`src/rtl/alu_rs_scheduler.sv`:
```
// ALU reservation station scheduler.
//
// Holds up to RS_SIZE dispatched ALU instructions. Operands still waiting
// for a producer capture their values from two result broadcast buses.
// Each cycle the lowest-index entry whose operands are both present is
// issued to the ALU.
//
// Ports
//   clk_in, rst_in        clock, synchronous active-high reset
//   rdy_in                pause: low freezes every register
//   flush_in              mispredict flush: drops all entries
//   disp_*                one dispatched instruction (disp_valid qualifies)
//   cdb0_*, cdb1_*        result broadcast buses (tag/value pairs)
//   alu_*                 registered issue bundle; alu_op == 0 means idle
//   full_out              no free entry (combinational from state)
//   count_out             registered occupied-entry count
module alu_rs_scheduler #(
    parameter int RS_SIZE = 8,
    parameter int TAG_W   = 5
) (
    input  logic                       clk_in,
    input  logic                       rst_in,
    input  logic                       rdy_in,
    input  logic                       flush_in,
    input  logic                       disp_valid,
    input  logic [6:0]                 disp_op,
    input  logic [31:0]                disp_Vi,
    input  logic [TAG_W-1:0]           disp_Qi,
    input  logic                       disp_Qi_busy,
    input  logic [31:0]                disp_Vj,
    input  logic [TAG_W-1:0]           disp_Qj,
    input  logic                       disp_Qj_busy,
    input  logic [31:0]                disp_imm,
    input  logic [TAG_W-1:0]           disp_rd,
    input  logic [31:0]                disp_pc,
    input  logic                       disp_itype,
    input  logic                       cdb0_valid,
    input  logic [TAG_W-1:0]           cdb0_tag,
    input  logic [31:0]                cdb0_val,
    input  logic                       cdb1_valid,
    input  logic [TAG_W-1:0]           cdb1_tag,
    input  logic [31:0]                cdb1_val,
    output logic [6:0]                 alu_op,
    output logic [31:0]                alu_Vi,
    output logic [31:0]                alu_Vj,
    output logic [31:0]                alu_imm,
    output logic [4:0]                 alu_rd,
    output logic [31:0]                alu_pc,
    output logic                       alu_itype,
    output logic                       full_out,
    output logic [$clog2(RS_SIZE):0]   count_out
);

    localparam int IDX_W = $clog2(RS_SIZE);
    localparam int CNT_W = IDX_W + 1;

    // Entry state
    logic [RS_SIZE-1:0] busy_reg;
    logic [RS_SIZE-1:0] qi_busy_reg;
    logic [RS_SIZE-1:0] qj_busy_reg;
    logic [RS_SIZE-1:0] itype_reg;
    logic [6:0]         op_reg  [RS_SIZE];
    logic [31:0]        vi_reg  [RS_SIZE];
    logic [31:0]        vj_reg  [RS_SIZE];
    logic [31:0]        imm_reg [RS_SIZE];
    logic [31:0]        pc_reg  [RS_SIZE];
    logic [TAG_W-1:0]   qi_reg  [RS_SIZE];
    logic [TAG_W-1:0]   qj_reg  [RS_SIZE];
    logic [TAG_W-1:0]   rd_reg  [RS_SIZE];

    // Per-entry status and wake-up
    logic [RS_SIZE-1:0] ready;
    logic [RS_SIZE-1:0] wake_i;
    logic [RS_SIZE-1:0] wake_j;
    logic [31:0]        wake_vi [RS_SIZE];
    logic [31:0]        wake_vj [RS_SIZE];

    genvar gi;
    generate
        for (gi = 0; gi < RS_SIZE; gi++) begin : g_entry
            logic hit_i0, hit_i1, hit_j0, hit_j1;
            assign hit_i0 = cdb0_valid && (cdb0_tag == qi_reg[gi]);
            assign hit_i1 = cdb1_valid && (cdb1_tag == qi_reg[gi]);
            assign hit_j0 = cdb0_valid && (cdb0_tag == qj_reg[gi]);
            assign hit_j1 = cdb1_valid && (cdb1_tag == qj_reg[gi]);
            // Ready is evaluated on pre-edge state, so an operand woken at
            // this edge only makes its entry eligible on the following one.
            assign ready[gi]   = busy_reg[gi] & ~qi_busy_reg[gi] & ~qj_busy_reg[gi];
            assign wake_i[gi]  = busy_reg[gi] & qi_busy_reg[gi] & (hit_i0 | hit_i1);
            assign wake_j[gi]  = busy_reg[gi] & qj_busy_reg[gi] & (hit_j0 | hit_j1);
            // cdb0 wins when both buses carry the same tag
            assign wake_vi[gi] = hit_i0 ? cdb0_val : cdb1_val;
            assign wake_vj[gi] = hit_j0 ? cdb0_val : cdb1_val;
        end
    endgenerate

    // Lowest-index ready entry (issue) and lowest-index free entry (dispatch)
    logic             issue_valid;
    logic [IDX_W-1:0] issue_idx;
    logic [IDX_W-1:0] free_idx;

    always_comb begin
        issue_valid = 1'b0;
        issue_idx   = '0;
        free_idx    = '0;
        for (int i = RS_SIZE - 1; i >= 0; i--) begin
            if (ready[i]) begin
                issue_valid = 1'b1;
                issue_idx   = IDX_W'(i);
            end
            if (!busy_reg[i]) begin
                free_idx = IDX_W'(i);
            end
        end
    end

    assign full_out = &busy_reg;

    logic accept;
    assign accept = disp_valid & ~full_out & ~flush_in;

    // Dispatched operands can be satisfied by a broadcast in the same cycle
    logic        d_hit_i0, d_hit_i1, d_hit_j0, d_hit_j1;
    logic [31:0] d_vi, d_vj;
    logic        d_qi_busy, d_qj_busy;

    assign d_hit_i0  = disp_Qi_busy && cdb0_valid && (cdb0_tag == disp_Qi);
    assign d_hit_i1  = disp_Qi_busy && cdb1_valid && (cdb1_tag == disp_Qi);
    assign d_hit_j0  = disp_Qj_busy && cdb0_valid && (cdb0_tag == disp_Qj);
    assign d_hit_j1  = disp_Qj_busy && cdb1_valid && (cdb1_tag == disp_Qj);
    assign d_vi      = d_hit_i0 ? cdb0_val : (d_hit_i1 ? cdb1_val : disp_Vi);
    assign d_vj      = d_hit_j0 ? cdb0_val : (d_hit_j1 ? cdb1_val : disp_Vj);
    assign d_qi_busy = disp_Qi_busy & ~(d_hit_i0 | d_hit_i1);
    assign d_qj_busy = disp_Qj_busy & ~(d_hit_j0 | d_hit_j1);

    // Entry registers. Dispatch only targets a free entry, so it never
    // collides with issue or wake-up of the same index.
    always_ff @(posedge clk_in) begin
        if (rst_in) begin
            busy_reg    <= '0;
            qi_busy_reg <= '0;
            qj_busy_reg <= '0;
        end else if (rdy_in) begin
            if (flush_in) begin
                busy_reg <= '0;
            end else begin
                for (int i = 0; i < RS_SIZE; i++) begin
                    if (accept && (free_idx == IDX_W'(i))) begin
                        busy_reg[i]    <= 1'b1;
                        op_reg[i]      <= disp_op;
                        vi_reg[i]      <= d_vi;
                        qi_reg[i]      <= disp_Qi;
                        qi_busy_reg[i] <= d_qi_busy;
                        vj_reg[i]      <= d_vj;
                        qj_reg[i]      <= disp_Qj;
                        qj_busy_reg[i] <= d_qj_busy;
                        imm_reg[i]     <= disp_imm;
                        rd_reg[i]      <= disp_rd;
                        pc_reg[i]      <= disp_pc;
                        itype_reg[i]   <= disp_itype;
                    end else begin
                        if (issue_valid && (issue_idx == IDX_W'(i))) begin
                            busy_reg[i] <= 1'b0;
                        end
                        if (wake_i[i]) begin
                            vi_reg[i]      <= wake_vi[i];
                            qi_busy_reg[i] <= 1'b0;
                        end
                        if (wake_j[i]) begin
                            vj_reg[i]      <= wake_vj[i];
                            qj_busy_reg[i] <= 1'b0;
                        end
                    end
                end
            end
        end
    end

    logic [31:0] issue_rd_ext;
    assign issue_rd_ext = 32'(rd_reg[issue_idx]);

    // Issue bundle and occupancy count
    always_ff @(posedge clk_in) begin
        if (rst_in) begin
            alu_op    <= '0;
            alu_Vi    <= '0;
            alu_Vj    <= '0;
            alu_imm   <= '0;
            alu_rd    <= '0;
            alu_pc    <= '0;
            alu_itype <= 1'b0;
            count_out <= '0;
        end else if (rdy_in) begin
            if (flush_in) begin
                alu_op    <= '0;
                count_out <= '0;
            end else begin
                if (issue_valid) begin
                    alu_op    <= op_reg[issue_idx];
                    alu_Vi    <= vi_reg[issue_idx];
                    alu_Vj    <= vj_reg[issue_idx];
                    alu_imm   <= imm_reg[issue_idx];
                    alu_rd    <= issue_rd_ext[4:0];
                    alu_pc    <= pc_reg[issue_idx];
                    alu_itype <= itype_reg[issue_idx];
                end else begin
                    alu_op <= '0;
                end
                count_out <= count_out + CNT_W'(accept) - CNT_W'(issue_valid);
            end
        end
    end

endmodule

```
`config.mk`:
```
export PLATFORM = sky130hd
export DESIGN_NAME = alu_rs_scheduler
export DESIGN_NICKNAME = d
export VERILOG_FILES = /design/src/rtl/alu_rs_scheduler.sv
export SDC_FILE = /design/constraint.sdc
export NUM_CORES = 2
export LEC_CHECK = 0
export CORE_MARGIN = 8
export CORE_UTILIZATION = 40
export DETAILED_ROUTE_END_ITERATION = 10
export DONT_BUFFER_PORTS = 1
export PLACE_DENSITY = 0.58
export SLEW_MARGIN = 20
export SYNTH_ARGS = -nofsm -noshare
export SYNTH_HDL_FRONTEND = slang
export SYNTH_SLANG_ARGS = --single-unit
```
`constraint.sdc`:
```
create_clock -name clk_in -period 4.1 [get_ports clk_in]
set_input_delay 0.615 -clock clk_in [delete_from_list [all_inputs] [get_ports clk_in]]
set_output_delay 0.615 -clock clk_in [all_outputs]
set_load 0.02 [all_outputs]
```
==> run metrics <==
arrival time of data at the critical path endpoint roughly 3700 ps; starting density of the core 0.402; Hold-fix buffers, CTS 90; Die Y 420 um; EDFF count, synth 1208; clock tree sinks roughly 1.4k; post-detailed-placement cell area 0.0673 mm^2; nets in the synthesized netlist between 6k and 7k; worst-case headroom to the max-slew limit 0.199; via density per instance 6.10; largest driver fanout on the critical path 13; family with the most delay on the worst path simple AND/OR/NAND/NOR gates; die footprint 0.176 mm^2; Syn Area/Cell approximately 11 um^2; vias in the first global route 47.3k; Worst Setup Slack post-DPL 808 ps; global router's overall resource usage 0.258; part of the Yosys area used for sequential elements 0.608; final-stage net count 5857; Fin. Hold Viols 0; Synth-to-Final Area Change 12.2%; total power after layout 30.5 mW; number of instances in the synthesized netlist 5824; number of H-tree branching levels 4; final design instance area without fill 0.0732 mm^2; Die X-Extent about 420 um; number of rows created at floorplan about 150; count of state elements after synthesis 1377; Worst Hold Class input port to flop; DRT Wirelength 237000 um; quantity of I/O buffers inserted on ports 0; number of design-rule violations left by the first detailed-router iteration 5463; Core ar. 0.162 mm^2; maximum clock path buffer count 3; post-CTS setup-driven buffer insertion count 0; CTS Buf Count 152; routed length per placed instance 29.8 um; top flip-flop cell by instance count after synthesis sky130_fd_sc_hd__edfxtp_1; Crit path buffers/inverters 2; global-route wire length before repair 337000 um; number of iterations in the first detailed-routing pass 8; Routability Congestion 0.903; accumulated negative setup slack 0 ps; initial antenna violation count 38; Pwr per Cell Area between 400 and 500 mW/mm^2; final global-route overflow total 0; total I/O pin count 380; DRC Markers 0; DRT antenna net count 0; share of post-route cells with drive strength above 1 0.0808; most common library cell in the layout ignoring fill and taps sky130_fd_sc_hd__edfxtp_1; FFs w/ async S/R, synth 0; vias after detailed routing 48.5k; CTS tree done; highest-count cells in the layout ignoring fill and taps 1208 x sky130_fd_sc_hd__edfxtp_1, 910 x sky130_fd_sc_hd__nand2_1, 604 x sky130_fd_sc_hd__a21oi_1; endpoint class of the critical path flop; portion of the clock cycle consumed by the worst path in the final layout 0.796; slew at the pin closest to its max-slew limit approximately 1200 ps; leakage power 24.1 nW; IR Drop Worst-Case VDD 0.340 mV; area of the mapped netlist 0.0652 mm^2; highest cell delay on the worst timing path 560 ps; total of cells resized after clock tree synthesis 0; data required time at the worst endpoint 4560 ps; Root Buffer Master sky130_fd_sc_hd__clkbuf_16; final setup violating endpoints 0; library cells used by synthesis 61; hpwl dp 136000 um; startpoint type of the worst setup path flop; chain of cells forming the critical path inv_1 -> o221ai_1 -> nand3_1 -> a21oi_1 -> nand2_1 -> nand2b_2 -> buf_4; RSZ-0062 raised after global routing no; clock skew 37.1 ps; count of filler cells inserted in the layout approximately 15k; final number of max-transition violations 0; least setup slack across all paths after layout roughly 840 ps; maximum clock frequency 306 MHz; max-cap check violation count 0; library cell contributing the largest single delay on the critical path sky130_fd_sc_hd__dfxtp_1; critical path class flop to flop; Synth warnings 0; register clock-pin slew on the reported worst setup and hold paths 60 ps; outcome finished clean; maximum number of pins on one net before global-route repair 136; worst skew pair latency 810 ps; clock period minus final worst setup slack 3260 ps
==> cells by family (layout without fill, tap and decap cells) <==
group           after synthesis  count (layout)  synth area share
mux                         533             533            0.0823
simple gates               1675            1675             0.107
other cells                   0              29                 0
compound gates             1422            1422             0.135
fa+ha+maj                     5               5           0.00107
xor+xnor                    182             182            0.0244
flops                      1377            1377             0.608
buf+inv                     630             549            0.0415
==> power breakdown <==
part | internal, mW | switching [mW] | total (mW)
clock network | 7.99 | 5.80 | 13.8
registers | 15.3 | 0.0583 | 15.4
logic | 0.505 | 0.843 | 1.35
==> through the flow <==
step | utilization | std cells | hold slack (ps)
global placement | 0.414 | 7549 | 482
CTS | 0.450 | 7918 | 6.09
global route | 0.451 | 7943 | 46.1
detailed placement | 0.414 | 7549 | 491
floorplan | - | 5824 | 471
finish | 0.451 | 7947 | 86.0
==> tightest hold or removal path, stage by stage <==
cell,delay (ps)
sky130_fd_sc_hd__o21ai_0,70
sky130_fd_sc_hd__nand2_1,70
sky130_fd_sc_hd__a21oi_1,60
==> routing by layer <==
layer | vias up | part of all wire | track usage
met4 | 8 | 0.064 | 0.153
met5 | - | 0.00022 | 0
met1 | 23900 | 0.37 | 0.308
li1 | 21200 | - | -
met2 | 2631 | 0.48 | 0.429
met3 | 729 | 0.088 | 0.0581
==> final cells by class <==
type	count	area, um^2	area share
Clock inverter	65	648	0.00885
Timing Repair Buffer	245	2660	0.0364
Tap cell	2175	2720	0.0372
Inverter	25	114	0.00155
Multi-Input combinational cell	3817	23100	0.315
Clock buffer	214	4280	0.0585
Antenna cell	29	72.6	0.000991
Sequential cell	1377	39700	0.542
==> path summary, 6_finish.rpt <==
path                                startpoint        endpoint  slack [ps]  cells after the start
worst max-delay path               busy_reg[3]   vj_reg[4][22]         840                      7
worst min register to register  qj_busy_reg[4]  qj_busy_reg[4]         510                      2
worst max register to register     busy_reg[3]   vj_reg[4][22]         840                      7
worst min-delay path                    rdy_in     busy_reg[1]          90                      3
==> cell usage after synthesis, types with 10 or more instances <==
master                     number  area, um^2
sky130_fd_sc_hd__a21oi_1      605        3030
sky130_fd_sc_hd__a221oi_1     134        1170
sky130_fd_sc_hd__a31oi_1       73         457
sky130_fd_sc_hd__a32o_1       140        1400
sky130_fd_sc_hd__and3_1        28         175
sky130_fd_sc_hd__buf_1         51         191
sky130_fd_sc_hd__buf_2        197         986
sky130_fd_sc_hd__buf_4         19         143
sky130_fd_sc_hd__clkbuf_1     335        1260
sky130_fd_sc_hd__dfxtp_1      169        3380
sky130_fd_sc_hd__edfxtp_1    1208       36300
sky130_fd_sc_hd__inv_1         25        93.8
sky130_fd_sc_hd__mux2_2        10         113
sky130_fd_sc_hd__mux2i_1      519        5190
sky130_fd_sc_hd__nand2_1      917        3440
sky130_fd_sc_hd__nand2b_1      14        87.6
sky130_fd_sc_hd__nand3_1      220        1100
sky130_fd_sc_hd__nand4_1       16         100
sky130_fd_sc_hd__nor2_1       347        1300
sky130_fd_sc_hd__nor3_1        68         340
sky130_fd_sc_hd__nor4_1        32         200
sky130_fd_sc_hd__o2111a_1      10         113
sky130_fd_sc_hd__o21ai_0      277        1390
sky130_fd_sc_hd__o22ai_1      134         838
sky130_fd_sc_hd__xnor2_1       53         464
sky130_fd_sc_hd__xor2_1       129        1130
No activity file was read; power rests on OpenSTA's default activity.
